### config.mk
export PLATFORM = sky130hd
export DESIGN_NAME = unidade_controle_genius
export DESIGN_NICKNAME = d
export VERILOG_FILES = /design/src/rtl/unidade_controle_genius.sv
export SDC_FILE = /design/constraint.sdc
export NUM_CORES = 1
export LEC_CHECK = 0
export CAP_MARGIN = 25
export CELL_PAD_IN_SITES_DETAIL_PLACEMENT = 1
export CELL_PAD_IN_SITES_GLOBAL_PLACEMENT = 1
export CORE_MARGIN = 1.5
export CORE_UTILIZATION = 35
export CTS_BUF_LIST = sky130_fd_sc_hd__clkbuf_8
export DETAILED_ROUTE_END_ITERATION = 8
export GPL_TIMING_DRIVEN = 0
export PLACE_DENSITY_LB_ADDON = 0.1
export SETUP_SLACK_MARGIN = 0.05
export SLEW_MARGIN = 20
export SYNTH_ARGS = -nofsm -noshare
export SYNTH_HDL_FRONTEND = slang
export SYNTH_SLANG_ARGS = --single-unit
### constraint.sdc
create_clock -name clock -period 2.5 [get_ports clock]
set_input_delay 0.375 -clock clock [delete_from_list [all_inputs] [get_ports clock]]
set_output_delay 0.375 -clock clock [all_outputs]
set_load 0.01 [all_outputs]
### src/rtl/unidade_controle_genius.sv
// Genius memory-game control unit: Moore FSM that sequences the datapath counters, move
// register and sequence memory for mode 1 / mode 2 play, with a timer-freezing pause.
module unidade_controle_genius #(
    parameter int unsigned ESTADO_W = 5
) (
    input  logic                clock,
    input  logic                reset,
    input  logic                iniciar,
    input  logic                modo2,
    input  logic                pausa_jogo,
    input  logic                jogada,
    input  logic                jogada_correta,
    input  logic                enderecoIgualRodada,
    input  logic                fimRodada,
    input  logic                fimTM,
    input  logic                timeout,
    output logic                zeraE,
    output logic                contaE,
    output logic                zeraR,
    output logic                contaR,
    output logic                zeraTM,
    output logic                contaTM,
    output logic                zeraTO,
    output logic                contaTO,
    output logic                limpaR,
    output logic                registraR,
    output logic                escreveM,
    output logic                mostra_leds,
    output logic                pronto,
    output logic                ganhou,
    output logic                perdeu,
    output logic                vez_jogador,
    output logic                nova_jogada,
    output logic                jogo_pausado,
    output logic [ESTADO_W-1:0] db_estado
);

    typedef enum logic [ESTADO_W-1:0] {
        StInicial      = 5'h00,
        StPrepara      = 5'h01,
        StIniciaRodada = 5'h02,
        StMostra       = 5'h03,
        StApaga        = 5'h04,
        StProxMostra   = 5'h05,
        StFimMostra    = 5'h06,
        StEsperaJogada = 5'h07,
        StRegistra     = 5'h08,
        StCompara      = 5'h09,
        StProxJogada   = 5'h0A,
        StEsperaGrava  = 5'h0B,
        StGrava        = 5'h0C,
        StGravaMem     = 5'h0D,
        StProxRodada   = 5'h0E,
        StGanhou       = 5'h10,
        StPerdeu       = 5'h11,
        StPausado      = 5'h12
    } estado_e;

    estado_e estado_q, estado_d;
    estado_e ret_q, ret_d;
    logic    modo2_q, modo2_d;
    logic    rodada0_q, rodada0_d;
    logic    pausavel;

    always_ff @(posedge clock) begin
        if (reset) begin
            estado_q  <= StInicial;
            ret_q     <= StInicial;
            modo2_q   <= 1'b0;
            rodada0_q <= 1'b0;
        end else begin
            estado_q  <= estado_d;
            ret_q     <= ret_d;
            modo2_q   <= modo2_d;
            rodada0_q <= rodada0_d;
        end
    end

    // Only the in-game states can be frozen; setup and end states ignore the pause.
    assign pausavel = (estado_q >= StIniciaRodada) && (estado_q <= StProxRodada);

    always_comb begin
        estado_d  = estado_q;
        ret_d     = ret_q;
        modo2_d   = modo2_q;
        rodada0_d = rodada0_q;
        if (pausavel && pausa_jogo) begin
            estado_d = StPausado;
            ret_d    = estado_q;
        end else begin
            unique case (estado_q)
                StInicial: if (iniciar) estado_d = StPrepara;
                StPrepara: begin
                    modo2_d   = modo2;
                    rodada0_d = 1'b1;
                    estado_d  = StIniciaRodada;
                end
                StIniciaRodada: estado_d = (!modo2_q || rodada0_q) ? StMostra : StEsperaJogada;
                StMostra:       if (fimTM) estado_d = StApaga;
                StApaga: begin
                    if (fimTM) estado_d = enderecoIgualRodada ? StFimMostra : StProxMostra;
                end
                StProxMostra:   estado_d = StMostra;
                StFimMostra:    estado_d = StEsperaJogada;
                StEsperaJogada: begin
                    if (jogada)       estado_d = StRegistra;
                    else if (timeout) estado_d = StPerdeu;
                end
                StRegistra:     estado_d = StCompara;
                StCompara: begin
                    if (!jogada_correta)           estado_d = StPerdeu;
                    else if (!enderecoIgualRodada) estado_d = StProxJogada;
                    else if (fimRodada)            estado_d = StGanhou;
                    else if (modo2_q)              estado_d = StEsperaGrava;
                    else                           estado_d = StProxRodada;
                end
                StProxJogada:   estado_d = StEsperaJogada;
                StEsperaGrava: begin
                    if (jogada)       estado_d = StGrava;
                    else if (timeout) estado_d = StPerdeu;
                end
                StGrava:        estado_d = StGravaMem;
                StGravaMem:     estado_d = StProxRodada;
                StProxRodada: begin
                    rodada0_d = 1'b0;
                    estado_d  = StIniciaRodada;
                end
                StGanhou, StPerdeu: if (iniciar) estado_d = StPrepara;
                StPausado:      if (!pausa_jogo) estado_d = ret_q;
                default:        estado_d = StInicial;
            endcase
        end
    end

    always_comb begin
        zeraE        = 1'b0;
        contaE       = 1'b0;
        zeraR        = 1'b0;
        contaR       = 1'b0;
        zeraTM       = 1'b0;
        contaTM      = 1'b0;
        zeraTO       = 1'b0;
        contaTO      = 1'b0;
        limpaR       = 1'b0;
        registraR    = 1'b0;
        escreveM     = 1'b0;
        mostra_leds  = 1'b0;
        pronto       = 1'b0;
        ganhou       = 1'b0;
        perdeu       = 1'b0;
        vez_jogador  = 1'b0;
        nova_jogada  = 1'b0;
        jogo_pausado = 1'b0;
        db_estado    = estado_q;
        unique case (estado_q)
            StPrepara: begin
                zeraE  = 1'b1;
                zeraR  = 1'b1;
                zeraTM = 1'b1;
                zeraTO = 1'b1;
                limpaR = 1'b1;
            end
            StIniciaRodada: begin
                zeraE  = 1'b1;
                zeraTM = 1'b1;
                zeraTO = 1'b1;
            end
            StMostra: begin
                mostra_leds = 1'b1;
                contaTM     = 1'b1;
            end
            StApaga:      contaTM = 1'b1;
            StProxMostra: begin
                contaE = 1'b1;
                zeraTM = 1'b1;
            end
            StFimMostra: begin
                zeraE  = 1'b1;
                zeraTO = 1'b1;
            end
            StEsperaJogada: begin
                vez_jogador = 1'b1;
                contaTO     = 1'b1;
            end
            StRegistra: begin
                registraR = 1'b1;
                zeraTO    = 1'b1;
            end
            StProxJogada: contaE = 1'b1;
            StEsperaGrava: begin
                nova_jogada = 1'b1;
                contaTO     = 1'b1;
            end
            // Address steps to round+1 while the new move is captured for GRAVA_MEM.
            StGrava: begin
                contaE    = 1'b1;
                registraR = 1'b1;
            end
            StGravaMem:   escreveM = 1'b1;
            StProxRodada: contaR = 1'b1;
            StGanhou: begin
                pronto = 1'b1;
                ganhou = 1'b1;
            end
            StPerdeu: begin
                pronto = 1'b1;
                perdeu = 1'b1;
            end
            StPausado:    jogo_pausado = 1'b1;
            default: ;
        endcase
    end

endmodule
==> impl_metrics.py, run 1 <==
metrics = {
    "routing": {
        "routedWlPerCell_um": 18.5,
        "vias": 1381,
        "first_iter_violations": 66,
        "drc_errors": 0,
        "drtPass1Iterations": 4,
        "wirelength_mm": 4.30,
        "via_per_inst": 5.95,
        "ant_nets": 0,
    },
    "yosys": {
        "syn_area_um2": 1190,
        "synthSimpleGateAreaFrac_pct": 35.5,
        "synth-xor-area-share_pct": 2.21,
        "synth_fa_ha_area_share_pct": 0,
        "synth_mux_area_share_pct": 2.53,
        "ys_ff_latch": 12,
        "synth_seq_area_share_pct": 20.2,
        "syn_area_per_cell_um2": 7.71,
        "synth_nets": 165,
        "yosysWarnings": 0,
        "synth_cells": 154,
        "synth_top_family_by_area": "simple AND/OR/NAND/NOR gates",
        "ys.flop_type": "dfxtp_1",
        "synth_compound_area_share_pct": 31.1,
        "yosysUniqueCellTypes": 57,
        "synthArstFlopShare_pct": 0,
        "synth_edf_count": 0,
    },
    "cts": {
        "cts_buffers": 3,
        "htree_levels": 1,
        "cts_sinks": 12,
        "postCtsSetupBuffers": 0,
        "worst_skew_pair.late_latency_ns": 0.24,
        "clk_pin_slew_worst_paths_ns": 0.05,
        "ctsHoldBuffers": 0,
        "cts-root-buf": "clkbuf_8",
        "max-clock-path-buffers": 2,
        "cts_tree": "yes",
    },
    "global_route": {
        "grt_max_degree": 20,
        "antenna_found_initial": 0,
        "grt_pass1_vias": 1361,
        "grtUsageTotal_pct": 25.2,
        "grt_pass1_wl_mm": 6.91,
        "overflow": 0,
    },
    "sta": {
        "clock_skew_ns": 0.00194,
        "fin_crit_sh_pct": 95.3,
        "rsz0062_at_grt": "yes",
        "slew_viol_final": 0,
        "relSlewSlack_pct": 60.3,
        "hold_viol_final": 0,
        "worst-slew-pin-transition_ns": 0.591,
        "min_period_ns": 2.38,
        "setup_tns_ns": 0,
        "setup_viol": 0,
        "fmax_mhz": 420,
    },
    "floorplanning": {
        "rows": 20,
        "fp.dieW_um": 61.2,
        "start_util_pct": 38.0,
        "die_y_um": 61.2,
        "ios": 34,
        "coreArea_um2": 3130,
        "dieArea_um2": 3750,
    },
    "setup_path": {
        "critPathLaunchType": "register",
        "end_kind": "primary output",
        "cp_cell_sequence": "clkbuf_4, buf_4, nor2b_2, and3_4, buf_4, clkdlybuf4s50_1",
        "worstPathArrival_ns": 2.01,
        "critPathBufInv": 4,
        "crit_slowest_cell": "clkdlybuf4s50_1",
        "critPathMaxFanout": 10,
        "worstSetupPathType": "reg2out",
        "cp.required_ns": 2.12,
        "max_stage_delay_ns": 0.52,
        "cp_common_cell": "buf_4",
        "cp_top_family": "buffers and inverters",
    },
    "power_and_ir_drop": {
        "clockPowerShare_pct": 11.6,
        "p_seq_share_pct": 18.2,
        "ir_drop_uv": 450,
        "leakagePower_nw": 0.590,
        "powerDensity_nw_per_um2": 915,
        "pwr-share-comb_pct": 70.3,
        "p_int_uw": 843,
        "switchingPower_uw": 680,
        "swShare_pct": 44.6,
    },
    "place": {
        "postPlaceCellArea_um2": 1570,
        "dp_hpwl_mm": 3.31,
        "place_inst": 231,
        "gp_congestion": 0.893,
        "io_buffers": 33,
    },
    "finish": {
        "area_growth_pct": 40.1,
        "n_antenna_cell": 0,
        "stdcell_count": 232,
        "nFillCells": 393,
        "stdcell_area_um2": 1660,
        "finalNetCount": 201,
        "layout-drive-gt1-share_pct": 19.7,
    },
    "min_path": {
        "holdCritPathClass": "reg2reg",
    },
    "run_status": {
        "status": "finished clean",
    },
    "flow_run": {
        "drv_cap": 0,
    },
}
-- state kept, by name, indices dropped and copies added (netlist names) --
signal     flops
db_estado      5
modo2_q        1
ret_q          5
rodada0_q      1
-- metrics by stage --
| stage | util, % | setup slack (ns) | hold slack (ns) | power [mW] |
|---|---|---|---|---|
| global route | 53.2 | 0.0249 | 0.511 | 1.63 |
| finish | 53.2 | 0.117 | 0.498 | 1.52 |
| CTS | 52.8 | 0.0403 | 0.496 | 1.52 |
| detailed placement | 50.3 | -0.220 | 0.477 | 1.29 |
| floorplan | - | 0.644 | 0.430 | 0.903 |
| global placement | 50.3 | -0.0845 | 0.473 | 1.27 |
-- layout make-up --
class,count,area [um2],share of cell area (%)
Multi-Input combinational cell,121,865,52.0
Timing Repair Buffer,33,335,20.2
Sequential cell,12,243,14.6
Buffer,14,106,6.39
Tap cell,44,55.1,3.31
Clock buffer,3,41.3,2.48
Inverter,5,18.8,1.13
-- cells by family (layout without fill, tap and decap cells) --
family	Yosys count	in the layout
muxes	3	3
DFF	12	12
and+or+nand+nor	73	73
AOI/OAI and AO/OA	42	42
xor gates and xnor gates	3	3
buffers and inverters	21	55
-- power by group through the flow --
stage / logic, mW / registers (mW) / clock network, mW
finish: 1.07 / 0.277 / 0.176
floorplan: 0.627 / 0.276 / 0
global route: 1.16 / 0.280 / 0.187
CTS: 1.06 / 0.275 / 0.183
detailed placement: 1.01 / 0.278 / 0
global placement: 0.998 / 0.276 / 0
-- what timing repair did --
| action | CTS | global route |
|---|---|---|
| gates cloned | 0 | 0 |
| pin swaps | 0 | 0 |
| resized for setup | 18 | 9 |
| setup endpoints to repair | 13 | 12 |
-- path summary, 6_finish.rpt --
check               startpoint           end  slack [ns]  cells past startpoint
setup / recovery  db_estado[0]         zeraR        0.12                      6
hold / removal        ret_q[4]      ret_q[4]        0.50                      1
setup reg to reg  db_estado[4]  db_estado[1]        0.45                      6
hold reg to reg       ret_q[4]      ret_q[4]        0.50                      1
-- synthesized netlist by cell type, types with 2 or more instances --
master,number,area (um2)
xnor2_1,3,26.3
dfxtp_1,12,240
a21boi_0,2,15.0
a21oi_1,5,25.0
and3b_1,2,17.5
nor2_1,16,60.1
buf_2,5,25.0
buf_1,2,7.51
clkbuf_1,6,22.5
nor3_1,14,70.1
and3_1,3,18.8
nand2_1,8,30.0
o22ai_1,2,12.5
o221a_2,4,45.0
a221oi_1,2,17.5
nor2b_1,7,43.8
nor4_1,3,18.8
a31oi_1,3,18.8
a2111oi_0,2,17.5
a211oi_1,2,15.0
nand2b_1,5,31.3
mux2i_1,3,30.0
inv_1,5,18.8
o21ai_0,3,15.0
buf_4,2,15.0
nand3b_1,2,15.0
-- per-layer routing --
metal	routed length, um	global-route usage (%)	vias to the layer above	share of wire (%)
met3	222	3.15	6	5.2
met5	0	0	-	0
met1	1920	33.7	665	45
met2	2100	41.3	56	49
met4	63	9.94	0	1.5
li1	-	-	654	-
-- cell usage in the layout (no fill, tap or decap), types with 2 or more instances in the layout --
| master | instances |
|---|---|
| a2111oi_0 | 2 |
| a211oi_1 | 2 |
| a21boi_0 | 2 |
| a21oi_1 | 5 |
| a221oi_1 | 2 |
| a31oi_1 | 3 |
| and3_1 | 2 |
| and3b_1 | 2 |
| buf_2 | 2 |
| buf_4 | 4 |
| buf_6 | 3 |
| clkbuf_2 | 2 |
| clkbuf_4 | 3 |
| clkbuf_8 | 3 |
| clkdlybuf4s50_1 | 31 |
| dfxtp_1 | 10 |
| dfxtp_2 | 2 |
| dlymetal6s2s_1 | 2 |
| inv_1 | 5 |
| mux2i_1 | 3 |
| nand2_1 | 8 |
| nand2b_1 | 4 |
| nand3b_1 | 2 |
| nor2_1 | 15 |
| nor2_2 | 2 |
| nor2b_1 | 6 |
| nor3_1 | 14 |
| nor4_1 | 3 |
| o21ai_0 | 3 |
| o221a_2 | 4 |
| o22ai_1 | 2 |
| xnor2_1 | 3 |
No activity file was read; power rests on OpenSTA's default activity.
==> inputs of run 2 (changes only) <==
MAX_ROUTING_LAYER = met4   (was default)
==> impl_metrics.py, run 2 (same netlist as run 1, synthesis figures left out) <==
metrics = {
    "run_status": {
        "status": "finished clean",
    },
    "finish": {
        "layout-drive-gt1-share_pct": 21.1,
        "seq_area_um2": 243,
        "multi_input_area_um2": 872,
        "final_common_cell": "clkdlybuf4s50_1",
        "finalNetCount": 202,
        "stdcell_count": 234,
        "nFillCells": 388,
        "area_growth_pct": 42.5,
        "final_cell_mix": "clkdlybuf4s50_1 (30), nor2_1 (15), nor3_1 (14), dfxtp_1 (10), nand2_1 (8)",
        "n_antenna_cell": 0,
    },
    "setup_path": {
        "critPathBufInv": 3,
        "cp_cell_sequence": "buf_4, buf_2, nor2_2, mux2i_1, nor3_1, clkdlybuf4s50_1",
        "critPathMaxFanout": 10,
        "cp_top_family": "buffers and inverters",
        "worstPathArrival_ns": 1.98,
        "max_stage_delay_ns": 0.56,
        "ff2ff_setup_slack_ns": 0.41,
        "worstSetupPathType": "reg2out",
        "end_kind": "primary output",
        "critPathLaunchType": "register",
        "crit_slowest_cell": "clkdlybuf4s50_1",
        "cp.required_ns": 2.12,
    },
    "cts": {
        "max-clock-path-buffers": 2,
        "cts_tree": "yes",
        "ctsHoldBuffers": 0,
        "worst_skew_pair.late_latency_ns": 0.25,
        "cts_sinks": 12,
        "clk_pin_slew_worst_paths_ns": 0.06,
        "cts-root-buf": "clkbuf_8",
        "htree_levels": 1,
        "cts_buffers": 3,
    },
    "sta": {
        "slew_viol_final": 0,
        "setup_viol": 0,
        "fmax_mhz": 425,
        "relSlewSlack_pct": 59.9,
        "setup_tns_ns": 0,
        "rsz0062_at_grt": "no",
        "worst-slew-pin-transition_ns": 0.596,
        "hold_viol_final": 0,
        "min_period_ns": 2.35,
        "fin_hold_ws_ns": 0.492,
        "fin_crit_sh_pct": 94.1,
        "clock_skew_ns": 0.00976,
    },
    "power_and_ir_drop": {
        "switchingPower_uw": 705,
        "clockPowerShare_pct": 14.0,
        "leakagePower_nw": 0.620,
        "p_seq_share_pct": 17.5,
        "ir_drop_uv": 473,
        "swShare_pct": 44.3,
        "pwr-share-comb_pct": 68.5,
        "p_int_uw": 887,
        "powerDensity_nw_per_um2": 941,
    },
    "routing": {
        "ant_nets": 0,
        "wirelength_mm": 4.39,
        "vias": 1370,
        "wl_met3_um": 202,
        "met2_length_mm": 2.10,
        "wl_met1_mm": 2.00,
        "first_iter_violations": 72,
        "routedWlPerCell_um": 18.7,
        "drtPass1Iterations": 4,
        "drc_errors": 0,
        "via_per_inst": 5.85,
        "top_layer_used": "met4",
    },
    "floorplanning": {
        "dieArea_um2": 3750,
        "ios": 34,
        "rows": 20,
        "die_y_um": 61.2,
        "fp.dieW_um": 61.2,
        "start_util_pct": 38.0,
        "coreArea_um2": 3130,
    },
    "place": {
        "gp_congestion": 0.909,
        "dp_hpwl_mm": 3.39,
        "place_inst": 231,
        "io_buffers": 33,
    },
    "global_route": {
        "grtUsageTotal_pct": 26.9,
        "grt_pass1_vias": 1410,
        "grt_pass1_wl_mm": 7.11,
        "overflow": 0,
        "grt_max_degree": 20,
        "antenna_found_initial": 0,
    },
    "flow_run": {
        "drv_cap": 0,
    },
    "min_path": {
        "holdCritPathClass": "reg2reg",
    },
}
-- run 2: repair_timing --
item                       CTS  global route
gates cloned                 0             0
gates resized for setup     19            11
setup buffers                0             0
setup endpoints to repair   13             6
-- run 2: worst paths after layout --
| path | start | endpoint | cells past startpoint |
|---|---|---|---|
| setup / recovery | db_estado[2] | zeraTM | 6 |
| hold / removal | ret_q[4] | ret_q[4] | 1 |
| setup reg to reg | db_estado[4] | db_estado[1] | 6 |
| hold reg to reg | ret_q[4] | ret_q[4] | 1 |
-- run 2: per-stage QoR --
| stage | util (%) | setup WS (ns) | cell area, um2 | power [mW] |
|---|---|---|---|---|
| 3_5_place_dp | 50.3 | -0.155 | 1570 | 1.30 |
| 5_1_grt | 54.1 | 0.0660 | 1690 | 1.70 |
| 6_report | 54.1 | 0.146 | 1690 | 1.59 |
| 3_3_place_gp | 50.3 | -0.0868 | 1570 | 1.27 |
| 2_1_floorplan | - | 0.644 | 1190 | 0.903 |
| 4_1_cts | 53.2 | 0.0187 | 1660 | 1.57 |
-- run 2: routing by layer --
layer  up-vias  GRT usage (%)
met4         0           13.4
li1        656              -
met3         8           2.52
met2        42           40.3
met1       664           35.9
met5         -              -
-- run 2: power by group through the flow --
stage / combinational, mW / sequential (mW) / clock [mW]
6_report: 1.09 / 0.279 / 0.223
5_1_grt: 1.18 / 0.282 / 0.235
4_1_cts: 1.07 / 0.278 / 0.225
3_5_place_dp: 1.02 / 0.281 / 0
3_3_place_gp: 0.998 / 0.276 / 0
2_1_floorplan: 0.627 / 0.276 / 0
-- run 2: layout make-up --
| type | count | share of cell area [%] |
|---|---|---|
| Tap cell | 44 | 3.25 |
| Buffer | 15 | 6.51 |
| Inverter | 5 | 1.11 |
| Timing Repair Buffer | 33 | 20.0 |
| Clock buffer | 4 | 3.25 |
| Multi-Input combinational cell | 121 | 51.6 |
| Sequential cell | 12 | 14.3 |
==> inputs of run 3 (changes only) <==
CORE_UTILIZATION = 34   (was 35)
CTS_BUF_LIST = sky130_fd_sc_hd__clkbuf_16   (was sky130_fd_sc_hd__clkbuf_8)
==> impl_metrics.py, run 3 (same netlist as run 1, synthesis figures left out) <==
metrics = {
    "setup_path": {
        "worstPathArrival_ns": 1.98,
        "worstSetupPathType": "reg2out",
        "critPathLaunchType": "register",
        "critPathMaxFanout": 10,
        "end_kind": "primary output",
        "max_stage_delay_ns": 0.52,
        "critPathBufInv": 4,
        "crit_slowest_cell": "clkdlybuf4s50_1",
        "cp_cell_sequence": "buf_4, clkbuf_4, nor2b_4, and3_4, buf_4, clkdlybuf4s50_1",
        "cp_top_family": "buffers and inverters",
        "cp_common_cell": "buf_4",
        "r2r_cells": 6,
        "cp.required_ns": 2.12,
        "cp.depth": 6,
    },
    "cts": {
        "ctsHoldBuffers": 0,
        "cts_sinks": 12,
        "max-clock-path-buffers": 2,
        "clk_pin_slew_worst_paths_ns": 0.04,
        "worst_skew_pair.late_latency_ns": 0.24,
        "htree_levels": 1,
        "cts-root-buf": "clkbuf_16",
        "postCtsSetupBuffers": 0,
        "cts_tree": "yes",
        "cts_buffers": 3,
    },
    "sta": {
        "fmax_mhz": 424,
        "worst_slack_ns": 0.142,
        "setup_viol": 0,
        "min_period_ns": 2.36,
        "slew_viol_final": 0,
        "clock_skew_ns": 0.00319,
        "fin_hold_ws_ns": 0.489,
        "hold_viol_final": 0,
        "rsz0062_at_grt": "no",
        "relSlewSlack_pct": 55.9,
        "fin_crit_sh_pct": 94.3,
        "setup_tns_ns": 0,
        "worst-slew-pin-transition_ns": 0.655,
    },
    "power_and_ir_drop": {
        "powerDensity_nw_per_um2": 956,
        "ir_drop_uv": 549,
        "leakagePower_nw": 0.611,
    },
    "floorplanning": {
        "ios": 34,
        "fp.dieW_um": 62.1,
        "die_y_um": 62.1,
        "start_util_pct": 35.6,
        "dieArea_um2": 3860,
        "rows": 21,
        "coreArea_um2": 3340,
    },
    "min_path": {
        "holdPathStages": 1,
        "holdCritPathClass": "reg2reg",
    },
    "place": {
        "dp_hpwl_mm": 3.35,
        "preCtsSetupSlack_ns": -0.152,
        "postPlaceCellArea_um2": 1580,
        "gp_congestion": 0.891,
        "io_buffers": 33,
    },
    "routing": {
        "routedWlPerCell_um": 17.9,
        "vias": 1337,
        "drc_errors": 0,
        "via_per_inst": 5.69,
        "wirelength_mm": 4.20,
        "ant_nets": 0,
        "first_iter_violations": 82,
        "drtPass1Iterations": 4,
    },
    "finish": {
        "final_common_cell": "clkdlybuf4s50_1",
        "stdcell_area_um2": 1700,
        "area_growth_pct": 42.9,
        "finalNetCount": 201,
        "final_cell_mix": "clkdlybuf4s50_1 (30), nor3_1 (14), nor2_1 (14), dfxtp_1 (12), nand2_1 (8)",
        "layout-drive-gt1-share_pct": 19.0,
        "n_antenna_cell": 0,
        "final_util_pct": 50.8,
    },
    "global_route": {
        "grt_pass1_vias": 1256,
        "grt_pass1_wl_mm": 6.54,
        "antenna_found_initial": 0,
        "grt_max_degree": 20,
        "grtUsageTotal_pct": 24.3,
        "overflow": 0,
    },
    "run_status": {
        "status": "finished clean",
    },
    "flow_run": {
        "drv_cap": 0,
    },
}
-- run 3: changes by cell type in the layout (fill, tap and decap cells not counted), moves of 2 or more --
cell	change
dfxtp_2	-2
dfxtp_1	+2
clkbuf_8	-4
clkbuf_16	+3
buf_4	+2
buf_6	-2
-- run 3: path summary, 6_finish.rpt --
path                                    from      endpoint  slack (ns)
worst min-delay path                ret_q[4]      ret_q[4]        0.49
worst min register to register      ret_q[4]      ret_q[4]        0.49
worst max register to register  db_estado[4]  db_estado[1]        0.35
worst max-delay path            db_estado[0]         zeraR        0.14
-- run 3: routing by layer --
layer	global-route usage, %	vias up	share of wire (%)
li1	-	659	-
met1	32.1	642	47
met2	38.4	32	48
met3	3.31	4	4.1
met4	7.29	0	1.1
met5	-	-	0
-- run 3: cell type report --
class / instances / area, um2
fillers: 428 / 1640
multi-input cells: 121 / 867
repair buffers: 33 / 334
flip-flops and latches: 12 / 240
plain buffers: 14 / 100
clock buffers: 3 / 75.1
well taps: 46 / 57.6
inverters: 5 / 18.8
clock inverters: 1 / 3.75
-- run 3: repair_timing --
action	CTS	global route
resized for setup	17	7
endpoints found under the hold margin	0	0
endpoints found under the setup margin	13	10
-- run 3: where the power goes --
| group | total [mW] | switching, mW | internal, mW |
|---|---|---|---|
| Clock | 0.292 | 0.0815 | 0.210 |
| Sequential | 0.275 | 0.0372 | 0.238 |
| Combinational | 1.05 | 0.569 | 0.486 |
| Total | 1.62 | 0.688 | 0.934 |
-- run 3: metrics by stage --
stage	cells	power [mW]
global route	235	1.73
CTS	236	1.63
global placement	233	1.28
detailed placement	233	1.30
floorplan	154	0.903
finish	235	1.62
